[src/rtl/tetris_input_pkg.sv]
// Shared encodings and timing defaults for the controller-to-move-command path.
// Button codes follow the controller decoder; commands follow the game core.
package tetris_input_pkg;

    localparam int unsigned CNT_W             = 5;
    localparam int unsigned DAS_DELAY_DEFAULT = 16;
    localparam int unsigned DAS_RATE_DEFAULT  = 6;
    localparam int unsigned SOFT_RATE_DEFAULT = 2;

    localparam logic [3:0] BTN_NONE   = 4'd0;
    localparam logic [3:0] BTN_A      = 4'd1;
    localparam logic [3:0] BTN_B      = 4'd2;
    localparam logic [3:0] BTN_SELECT = 4'd3;
    localparam logic [3:0] BTN_START  = 4'd4;
    localparam logic [3:0] BTN_UP     = 4'd5;
    localparam logic [3:0] BTN_DOWN   = 4'd6;
    localparam logic [3:0] BTN_LEFT   = 4'd7;
    localparam logic [3:0] BTN_RIGHT  = 4'd8;

    typedef enum logic [2:0] {
        CMD_LEFT      = 3'd0,
        CMD_RIGHT     = 3'd1,
        CMD_SOFT_DROP = 3'd2,
        CMD_HARD_DROP = 3'd3,
        CMD_ROT_CW    = 3'd4,
        CMD_ROT_CCW   = 3'd5,
        CMD_PAUSE     = 3'd6
    } cmd_e;

    typedef enum logic [1:0] {
        ST_IDLE   = 2'd0,
        ST_DELAY  = 2'd1,
        ST_REPEAT = 2'd2
    } rpt_state_e;

    // Select and out-of-range codes carry no game meaning and read as no button.
    function automatic logic [3:0] sanitize_code(input logic [3:0] code);
        if (code > BTN_RIGHT || code == BTN_SELECT) begin
            return BTN_NONE;
        end
        return code;
    endfunction

    function automatic cmd_e map_cmd(input logic [3:0] code);
        case (code)
            BTN_A:     return CMD_ROT_CW;
            BTN_B:     return CMD_ROT_CCW;
            BTN_START: return CMD_PAUSE;
            BTN_UP:    return CMD_HARD_DROP;
            BTN_DOWN:  return CMD_SOFT_DROP;
            BTN_RIGHT: return CMD_RIGHT;
            default:   return CMD_LEFT;
        endcase
    endfunction

endpackage

[src/rtl/das_timer.sv]
// Saturating frame counter with terminal-count compare; expire is combinational
// on an advancing frame and clears the count on the same edge.
module das_timer
    import tetris_input_pkg::*;
(
    input  logic             clk,
    input  logic             reset,
    input  logic             clear,
    input  logic             advance,
    input  logic [CNT_W-1:0] limit,
    output logic             expire
);

    logic [CNT_W-1:0] count_q;
    logic [CNT_W-1:0] count_d;
    logic [CNT_W-1:0] count_inc;

    always_comb begin
        count_inc = (count_q == '1) ? count_q : count_q + CNT_W'(1);
        expire    = advance && !clear && (count_inc == limit);
        count_d   = count_q;
        if (clear || expire) begin
            count_d = '0;
        end else if (advance) begin
            count_d = count_inc;
        end
    end

    always_ff @(posedge clk) begin
        if (reset) begin
            count_q <= '0;
        end else begin
            count_q <= count_d;
        end
    end

endmodule

[src/rtl/move_command_gen.sv]
// Turns per-frame controller codes into move commands with DAS auto-repeat.
// Commands appear one cycle after frame_tick; a command arriving while one is stalled is dropped.
module move_command_gen
    import tetris_input_pkg::*;
#(
    parameter int unsigned DAS_DELAY = DAS_DELAY_DEFAULT,
    parameter int unsigned DAS_RATE  = DAS_RATE_DEFAULT,
    parameter int unsigned SOFT_RATE = SOFT_RATE_DEFAULT
) (
    input  logic       clk,
    input  logic       reset,
    input  logic       frame_tick,
    input  logic [3:0] button_code,
    input  logic       cmd_ready,
    output logic       cmd_valid,
    output logic [2:0] cmd,
    output logic       cmd_dropped
);

    logic [3:0] cur_q, cur_d;
    rpt_state_e state_q, state_d;
    logic       cmd_valid_q, cmd_valid_d;
    cmd_e       cmd_q, cmd_d;
    logic       cmd_dropped_q, cmd_dropped_d;

    logic [3:0]       code_s;
    logic             press;
    logic             held;
    logic             gen_vld;
    cmd_e             gen_cmd;
    logic             tmr_clear;
    logic             tmr_advance;
    logic             tmr_expire;
    logic [CNT_W-1:0] tmr_limit;

    // cur_q doubles as "prev" for the next frame's edge detection.
    assign code_s      = sanitize_code(button_code);
    assign press       = frame_tick && (code_s != BTN_NONE) && (code_s != cur_q);
    assign held        = frame_tick && (code_s != BTN_NONE) && (code_s == cur_q);
    assign tmr_clear   = frame_tick && !held;
    assign tmr_advance = held && (state_q != ST_IDLE);
    assign tmr_limit   = (state_q == ST_DELAY) ? CNT_W'(DAS_DELAY) :
                         (cur_q == BTN_DOWN)   ? CNT_W'(SOFT_RATE) : CNT_W'(DAS_RATE);

    das_timer u_das_timer (
        .clk     (clk),
        .reset   (reset),
        .clear   (tmr_clear),
        .advance (tmr_advance),
        .limit   (tmr_limit),
        .expire  (tmr_expire)
    );

    always_comb begin
        cur_d         = frame_tick ? code_s : cur_q;
        state_d       = state_q;
        gen_vld       = 1'b0;
        gen_cmd       = map_cmd(code_s);
        cmd_valid_d   = cmd_valid_q;
        cmd_d         = cmd_q;
        cmd_dropped_d = 1'b0;

        if (frame_tick) begin
            if (code_s == BTN_NONE) begin
                state_d = ST_IDLE;
            end else if (press) begin
                gen_vld = 1'b1;
                case (code_s)
                    BTN_LEFT, BTN_RIGHT: state_d = ST_DELAY;
                    BTN_DOWN:            state_d = ST_REPEAT;
                    default:             state_d = ST_IDLE;
                endcase
            end else if (tmr_expire) begin
                gen_vld = 1'b1;
                state_d = ST_REPEAT;
            end
        end

        // Acceptance and a new load may coincide; only a stall causes a drop.
        if (cmd_valid_q && cmd_ready) begin
            cmd_valid_d = 1'b0;
        end
        if (gen_vld) begin
            if (cmd_valid_q && !cmd_ready) begin
                cmd_dropped_d = 1'b1;
            end else begin
                cmd_valid_d = 1'b1;
                cmd_d       = gen_cmd;
            end
        end
    end

    always_ff @(posedge clk) begin
        if (reset) begin
            cur_q         <= BTN_NONE;
            state_q       <= ST_IDLE;
            cmd_valid_q   <= 1'b0;
            cmd_q         <= CMD_LEFT;
            cmd_dropped_q <= 1'b0;
        end else begin
            cur_q         <= cur_d;
            state_q       <= state_d;
            cmd_valid_q   <= cmd_valid_d;
            cmd_q         <= cmd_d;
            cmd_dropped_q <= cmd_dropped_d;
        end
    end

    assign cmd_valid   = cmd_valid_q;
    assign cmd         = cmd_q;
    assign cmd_dropped = cmd_dropped_q;

endmodule

[config.mk]
export PLATFORM = sky130hd
export DESIGN_NAME = move_command_gen
export DESIGN_NICKNAME = d
export VERILOG_FILES = /design/src/rtl/tetris_input_pkg.sv /design/src/rtl/das_timer.sv /design/src/rtl/move_command_gen.sv
export SDC_FILE = /design/constraint.sdc
export NUM_CORES = 1
export LEC_CHECK = 0
export CORE_MARGIN = 2
export CORE_UTILIZATION = 50
export DETAILED_ROUTE_END_ITERATION = 16
export DONT_BUFFER_PORTS = 1
export GPL_TIMING_DRIVEN = 0
export PLACE_DENSITY = 0.68
export SYNTH_ARGS = -nofsm -noshare
export SYNTH_HDL_FRONTEND = slang
export SYNTH_SLANG_ARGS = --single-unit
[constraint.sdc]
create_clock -name clk -period 1.8 [get_ports clk]
set_input_delay 0.36 -clock clk [delete_from_list [all_inputs] [get_ports clk]]
set_output_delay 0.36 -clock clk [all_outputs]
set_load 0.1 [all_outputs]
## Yosys cells after proc, flatten, opt, wreduce, memory -nomap -nowiden

Index checks and enable logic that the tools add are counted.

- Bits in latches: 0
- Memories: 0
- Word-level logic and storage cells: 66
- Output and inout bits: 5
- Register bits after elaboration: 16
- Bits in writable memories: 0
- Bits in read-only memories: 0
- Bits of input ports: 8

- Bitwise logic cells: 2
- Div/mod/pow operators: 0
- $mul: 0
- Eq/ne operators: 14
- Multiplexer cells: 19
- Shift-type cells: 0
- $add $sub $neg: 1
- Reduce and logical (&&, ||, !) cells: 23
- Magnitude comparators: 1

Operators with widths:

| cell | count |
|---|---|
| $eq 4x3->1 const B | 5 |
| $pmux 3 s6 | 1 |
| $mux 5 | 2 |
| $logic_and 1x1->1 | 9 |
| $mux 1 | 9 |
| $eq 4x2->1 const B | 2 |
| $mux 4 | 2 |
| $mux 2 | 3 |
| $reduce_or 2->1 | 3 |
| $add 5x1->5 const B | 1 |
| $eq 5x5->1 | 1 |
| $eq 5x5->1 const B | 1 |
| $eq 4x1->1 const B | 1 |
| $eq 4x4->1 | 1 |
| $eq 4x4->1 const B | 1 |
| $gt 4x4->1 const B | 1 |
| $logic_not 4->1 | 1 |
| $ne 4x4->1 | 1 |
| $pmux 2 s2 | 1 |
| $reduce_and 2->1 | 2 |
| $reduce_bool 4->1 | 1 |
| $logic_not 1->1 | 3 |
| $mux 3 | 1 |
| $reduce_bool 3->1 | 1 |
| 4 further kinds | 6 |

## Longest topological paths before layout

Gate-level depths: netlist (run 1).

- Depth in word-level cells: 18
- Mapped depth: 8

## Cells and area by module

A second synthesis (run 1) with hierarchy kept.

- Cell total of the unflattened synthesis: 137
- Area, all modules: 1197.4 um^2

Modules (own cells, without submodules):

| module | area an instance (um^2) | instances | cells an instance |
|---|---|---|---|
| move_command_gen | 788.3 | 1 | 94 |
| das_timer | 409.1 | 1 | 43 |

## Worst setup path after synthesis (run 1)

Ideal clock, no wire load.

- Path kind: register -> register
- From: register u_das_timer.count_q[0]
- To: register cmd_q[2] (netlist: cmd[2])
- Stages on the path, launching flop included: 7
- Setup time: 0.122 ns
- Data required time: 1.678 ns
- Path slack: -0.124 ns
- Data arrival time: 1.802 ns
- Cell sequence: dfxtp_1 > ha_1 > or4_1 > o211ai_1 > nand4_1 > o32a_4 > mux2i_1

- Longest elaborated chain between the ends: 9

RTL lines:

| what | RTL line | source |
|---|---|---|
| start, declared | das_timer.sv:14 | `logic [CNT_W-1:0] count_q;` |
| start signal, assigned | das_timer.sv:33 | `count_q <= count_d;` |
| $add 5x1->5 / $eq 5x5->1 (equally long branches) | das_timer.sv:19 | `count_inc = (count_q == '1) ? count_q : count_q + CNT_W'(1);` |
| $mux 5 * | das_timer.sv:19 |  |
| $eq 5x5->1 * | das_timer.sv:20 | `expire = advance && !clear && (count_inc == limit);` |
| $logic_and 1x1->1 * | das_timer.sv:20 |  |
| $mux 1 * | move_command_gen.sv:73 | `end else if (tmr_expire) begin` |
| $mux 1 * | move_command_gen.sv:66 | `end else if (press) begin` |
| $mux 1 * | move_command_gen.sv:64 | `if (code_s == BTN_NONE) begin` |
| $mux 1 * | move_command_gen.sv:63 | `if (frame_tick) begin` |
| $reduce_and 2->1 (no source line) * | - |  |
| end signal, assigned | move_command_gen.sv:104 | `cmd_q <= cmd_d;` |
| end, declared | move_command_gen.sv:23 | `cmd_e cmd_q, cmd_d;` |

Every way passes the cells marked *; elsewhere a longest branch is shown, timed or not.
A chain may end at the register's enable or synchronous reset.

## Worst setup path in the final report (run 1)

- From: register u_das_timer.count_q[1]
- To: register u_das_timer.count_q[3]

- Longest elaborated chain between the ends: 6

RTL lines:

| what | RTL line | source |
|---|---|---|
| $add 5x1->5 / $eq 5x5->1 (equally long branches) | das_timer.sv:19 |  |
| $mux 5 * | das_timer.sv:19 |  |
| $eq 5x5->1 | das_timer.sv:20 |  |
| $logic_and 1x1->1 | das_timer.sv:20 |  |
| $logic_or 1x1->1 | das_timer.sv:22 | `if (clear \|\| expire) begin` |
| $reduce_or 2->1 (no source line) | - |  |

Marks and branches as above.

==> results.yml, run 1 <==
synth:
  yosysWarnings: 0
  synth_top_family_by_area: "compound AO/OA/AOI/OAI gates"
  synth_cells: 139
  synth_area_per_cell_sq_um: 8.479
  synth_compound_area_share_pct: 35.88
  synth-edff-count: 0
  synth-xor-area-share_pct: 1.486
  ys_types: 51
  synth_adder_area_share_pct: 1.062
  synthSimpleGateAreaFrac_pct: 23.67
  ys_ff_latch: 16
  synth_nets: 148
  ys_seq_area_share_pct: 27.18
  netlist_area_sq_mm: 0.001179
  async_flop_share_pct: 0
  synthMuxAreaShare_pct: 5.096
  ys_dominant_reg_cell: "dfxtp_1"
final_layout:
  final_cell_mix: "a21oi_1 (12), dfxtp_1 (12), nand2_1 (11), nor2_1 (11), inv_1 (7)"
  num-nets-final: 157
  fin_util_pct: 61.20
  n_fill_cell: 197
  drive_above_1_share_pct: 25.85
  multi_input_area_sq_um: 847.1
  seq_area_sq_um: 330.3
  area.growth.synth_to_final_pct: 14.86
  n_antenna_cell: 0
  layout.cells.non_filler: 175
grt:
  grt_pass1_vias: 1010
  overflow: 0
  grt_pass1_wl_um: 4547
  antenna_found_initial: 0
  grtUsageTotal_pct: 21.83
  grt_max_degree: 11
cts:
  insertion_delay_ns: 0.28
  cts_sinks: 16
  cts-root-buf: "clkbuf_4"
  cts_max_path_buffers: 2
  cts_buffers: 3
  htreeDepth: 1
  cts_tree: "yes"
  hold_buffers: 0
  path_clk_slew_ns: 0.10
floorplan:
  rows: 17
  die_area_sq_mm: 0.002762
  die_y_um: 52.55
  coreArea_sq_mm: 0.002212
  die_x_um: 52.55
  ios: 13
  initial_core_util_pct: 53.28
power_and_ir_drop:
  powerDensity_mw_per_mm2: 570.6
  p_leak_uw: 0.0005090
  power_uw: 772.5
  vdd_drop_max_mv: 0.5245
sta:
  layout_setup_ws_ns: -0.1736
  slew_headroom_pct: 35.48
  setup_violations: 12
  max_freq_mhz: 506.7
  hold_viol: 0
  finalCriticalPeriod_ns: 1.974
  grt_setup_unrepaired: "yes"
  tns_ns: -1.779
  skew_ns: 0.005219
  tightestPinTransition_ns: 0.9664
  fin_crit_sh_pct: 109.6
  finalMaxSlewViolations: 0
  hold_ws_ns: 0.3184
status:
  violations: "setup timing"
  outcome: "complete, but fails checks"
worst_setup_path:
  slowest_delay_ns: 0.50
  cp-start-kind: "flop"
  cp_top_family: "simple AND/OR/NAND/NOR gates"
  path_max_fanout: 6
  critical_path_buf_inv_count: 1
  crit_chain: "ha_4, or4_4, o211ai_1, nand4_1, buf_6, o211ai_4, a21oi_1"
  slowest_stage: "or4_4"
  end_kind: "flop"
  arrival_ns: 2.14
  cp.required_ns: 1.97
  crit_type: "flop to flop"
route:
  drt-initial-drc-count: 15
  wire_per_inst_um: 15.42
  drt-pass1-iter-count: 4
  drt_wl_total_um: 2699
  drtAntennaViolNets: 0
  routed_via_density: 6.091
  route.detailed.drc: 0
  vias: 1066
place:
  dp_hpwl_um: 1940
  dpl.cell_count: 167
  gp_congestion: 0.8248
  port_buffers: 0
flow_run:
  max_cap_viol_count: 0
worst_hold_path:
  hp-class: "input pin to flop"
==> where the power goes <==
| part | leakage (uW) | switching (uW) | total (uW) | internal [uW] |
|---|---|---|---|---|
| combinational | 0.000356 | 82.5 | 141 | 58.5 |
| clock | 0.0000210 | 120 | 243 | 123 |
| sequential | 0.000132 | 29.6 | 388 | 359 |
==> final cells by class <==
| type | instances | area share (%) |
|---|---|---|
| Buffer | 7 | 2.773 |
| Clock buffer | 4 | 2.680 |
| Inverter | 7 | 1.941 |
| Multi-Input combinational cell | 108 | 62.57 |
| Sequential cell | 16 | 24.40 |
| Tap cell | 28 | 2.588 |
| Timing Repair Buffer | 5 | 3.050 |
==> per-stage QoR <==
stage,instance area [sq um],setup WS (ns)
2_1_floorplan,1202,-0.07586
3_3_place_gp,1237,-0.2483
3_5_place_dp,1237,-0.3047
4_1_cts,1316,-0.1537
5_1_grt,1354,-0.2270
6_report,1354,-0.1736
==> kinds of logic after synthesis <==
family / after synthesis
simple gates: 50
buf+inv: 15
compound gates: 49
flops: 16
fa+ha+maj: 1
mux: 6
xor+xnor: 2
==> routing by layer <==
layer	track usage, %	vias to the layer above	part of all wire, %
met3	4.571	2	4.4
li1	-	534	-
met5	0	-	0
met2	34.79	27	45
met4	2.564	0	0.37
met1	31.10	503	50
==> what timing repair did <==
item                       CTS  global route
gates cloned                 0             0
pin swaps                   10             8
setup buffers                4             1
gates resized for setup      6             6
setup endpoints to repair   12            12
==> synth_stat cells, types with 2 or more instances <==
| cell | count | area, sq um |
|---|---|---|
| a211o_1 | 2 | 17.52 |
| a21o_1 | 2 | 15.01 |
| a21oi_1 | 12 | 60.06 |
| and3_1 | 3 | 18.77 |
| buf_2 | 5 | 25.02 |
| clkbuf_1 | 2 | 7.510 |
| dfxtp_1 | 16 | 320.3 |
| inv_1 | 7 | 26.28 |
| mux2i_1 | 6 | 60.06 |
| nand2_1 | 11 | 41.29 |
| nand2b_1 | 4 | 25.02 |
| nand3_1 | 4 | 20.02 |
| nand4_1 | 3 | 18.77 |
| nor2_1 | 11 | 41.29 |
| nor2b_1 | 3 | 18.77 |
| o211ai_1 | 5 | 37.54 |
| o21ai_0 | 6 | 30.03 |
| o31ai_1 | 2 | 15.01 |
| o32ai_1 | 2 | 17.52 |
| or3_1 | 2 | 12.51 |
==> sequential cells by signal (all words and copies together) (netlist names) <==
name and cells:
cur_q 4, state_q 2, cmd_valid 1, u_das_timer.count_q 5
cmd 3, cmd_dropped 1
==> final timing paths <==
kind	from	depth (start not counted)	to	slack (ns)
max	u_das_timer.count_q[1]	7	u_das_timer.count_q[3]	-0.17
max reg2reg	u_das_timer.count_q[1]	7	u_das_timer.count_q[3]	-0.17
min	cmd_ready	2	cmd_dropped	0.32
min reg2reg	cur_q[1]	2	cur_q[1]	0.51
Power figures use the tool's default switching activity.
==> run 2, diff against run 1 <==
Settings changed: GPL_TIMING_DRIVEN 0 to not set.
==> results.yml, run 2 (same netlist as run 1, synthesis figures left out) <==
grt:
  grt_pass1_wl_um: 4574
  overflow: 0
  antenna_found_initial: 0
  met1_usage_pct: 26.96
  grt_pass1_vias: 1066
  grt_use_met3_pct: 8.000
  grt_max_degree: 14
  grtUsageTotal_pct: 22.49
  busiest_layer: "met2"
  use_met2_pct: 37.92
power_and_ir_drop:
  swShare_pct: 27.77
  clkPwrFrac_pct: 31.0
  pwr-share-seq_pct: 46.9
  switchingPower_uw: 215.8
  p_leak_uw: 0.0006033
  p_comb_share_pct: 22.2
  power.internal_uw: 561.2
  powerDensity_mw_per_mm2: 520.5
  power_uw: 777.0
  vdd_drop_max_mv: 0.3873
worst_hold_path:
  hp-class: "input pin to flop"
cts:
  cts_sinks: 16
  htreeDepth: 1
  cts_buffers: 3
  hold_buffers: 0
  cts-root-buf: "clkbuf_4"
  cts_max_path_buffers: 2
  cts_tree: "yes"
  path_clk_slew_ns: 0.10
  insertion_delay_ns: 0.29
sta:
  tightestPinTransition_ns: 0.5257
  finalMaxSlewViolations: 0
  tns_ns: -0.8393
  setup_violations: 10
  slew_headroom_pct: 64.58
  layout_setup_ws_ns: -0.1136
  finalCriticalPeriod_ns: 1.914
  fin_crit_sh_pct: 106.3
  hold_viol: 0
  skew_ns: 0.004937
  max_freq_mhz: 522.6
  grt_setup_unrepaired: "yes"
worst_setup_path:
  crit_chain: "ha_4, or4_1, o211ai_1, nand4_1, buf_6, o211ai_4, buf_6, a311oi_2"
  arrival_ns: 2.09
  crit_type: "flop to flop"
  slowest_stage: "or4_1"
  path_max_fanout: 5
  cp.required_ns: 1.98
  cp-start-kind: "flop"
  slowest_delay_ns: 0.46
  end_kind: "flop"
  crit_top_cell: "buf_6"
floorplan:
  rows: 17
  die_x_um: 52.55
  ios: 13
  initial_core_util_pct: 53.28
  die_area_sq_mm: 0.002762
  coreArea_sq_mm: 0.002212
  die_y_um: 52.55
final_layout:
  design_area_sq_mm: 0.001493
  final_cell_mix: "buf_4 (25), dfxtp_1 (14), nand2_1 (11), nor2_1 (11), a21oi_1 (11)"
  area.growth.synth_to_final_pct: 26.65
  largest_reg_flops: 5
  drive_above_1_share_pct: 33.13
  fin_util_pct: 67.48
  n_antenna_cell: 0
  mostFrequentLayoutCell: "buf_4"
  num-nets-final: 173
  regMostFlops: "u_das_timer.count_q"
route:
  drt-initial-drc-count: 21
  routed_via_density: 6.026
  route.detailed.drc: 0
  wire_per_inst_um: 14.87
  drtAntennaViolNets: 0
  drt-pass1-iter-count: 4
  drt_wl_total_um: 2841
  vias: 1151
place:
  gp_congestion: 0.8847
  place_area_sq_mm: 0.001379
  dpl_worst_slack_ns: -0.2130
  dp_hpwl_um: 2194
  port_buffers: 0
flow_run:
  max_cap_viol_count: 0
status:
  violations: "setup timing"
  outcome: "complete, but fails checks"
run 2: changes by cell type in the layout (fill, tap and decap cells not counted), moves of 2 or more:
cell,previous run,this run
buf_2,3,0
buf_4,6,25
buf_6,1,3
clkbuf_1,2,0
dfxtp_1,12,14
run 2: path summary, 6_finish.rpt:
check,start,endpoint,slack [ns],depth (start not counted)
max,u_das_timer.count_q[0],u_das_timer.count_q[2],-0.11,8
min,reset,cur_q[1],0.12,1
max reg2reg,u_das_timer.count_q[0],u_das_timer.count_q[2],-0.11,8
min reg2reg,cmd[2],cmd[2],0.47,2
run 2: per-stage QoR:
| stage | hold WS, ns | cells |
|---|---|---|
| 6_report | 0.1216 | 191 |
| 5_1_grt | 0.09615 | 191 |
| 4_1_cts | 0.1116 | 191 |
| 3_5_place_dp | 0.4327 | 184 |
| 3_3_place_gp | 0.4321 | 184 |
| 2_1_floorplan | 0.4612 | 139 |
run 2: power by group through the flow:
stage	combinational, uW	clock, uW	sequential (uW)
floorplan	110	0	396
global placement	153	0	372
detailed placement	156	0	372
CTS	165	249	364
global route	184	271	365
finish	172	241	364
run 2: what timing repair did:
action / in CTS / in global routing
pin swaps: 4 / 6
gates resized for setup: 4 / 6
setup endpoints to repair: 12 / 12
buffers inserted: 3 / 0
run 2: worst max-delay path, delay by kind of cell (launching register included):
family | cells | cell delay (ns)
AND/OR/NAND/NOR | 2 | 0.58
flip-flops | 1 | 0.35
AO/OA/AOI/OAI | 3 | 0.33
buffers and inverters | 2 | 0.31
adder cells (fa/ha/maj) | 1 | 0.23
run 2: area by class of cell:
class	count	area, sq um
flip-flops and latches	16	325.3
repair buffers	28	221.5
clock buffers	4	36.28
well taps	28	35.03
inverters	7	26.28
multi-input cells	108	848.3
fillers	193	719.4
run 2: per-layer routing:
| metal | vias to the layer above | part of all wire (%) |
|---|---|---|
| met1 | 550 | 45 |
| met2 | 32 | 49 |
| li1 | 565 | - |
| met4 | 0 | 0.92 |
| met3 | 4 | 4.9 |
| met5 | - | 0 |
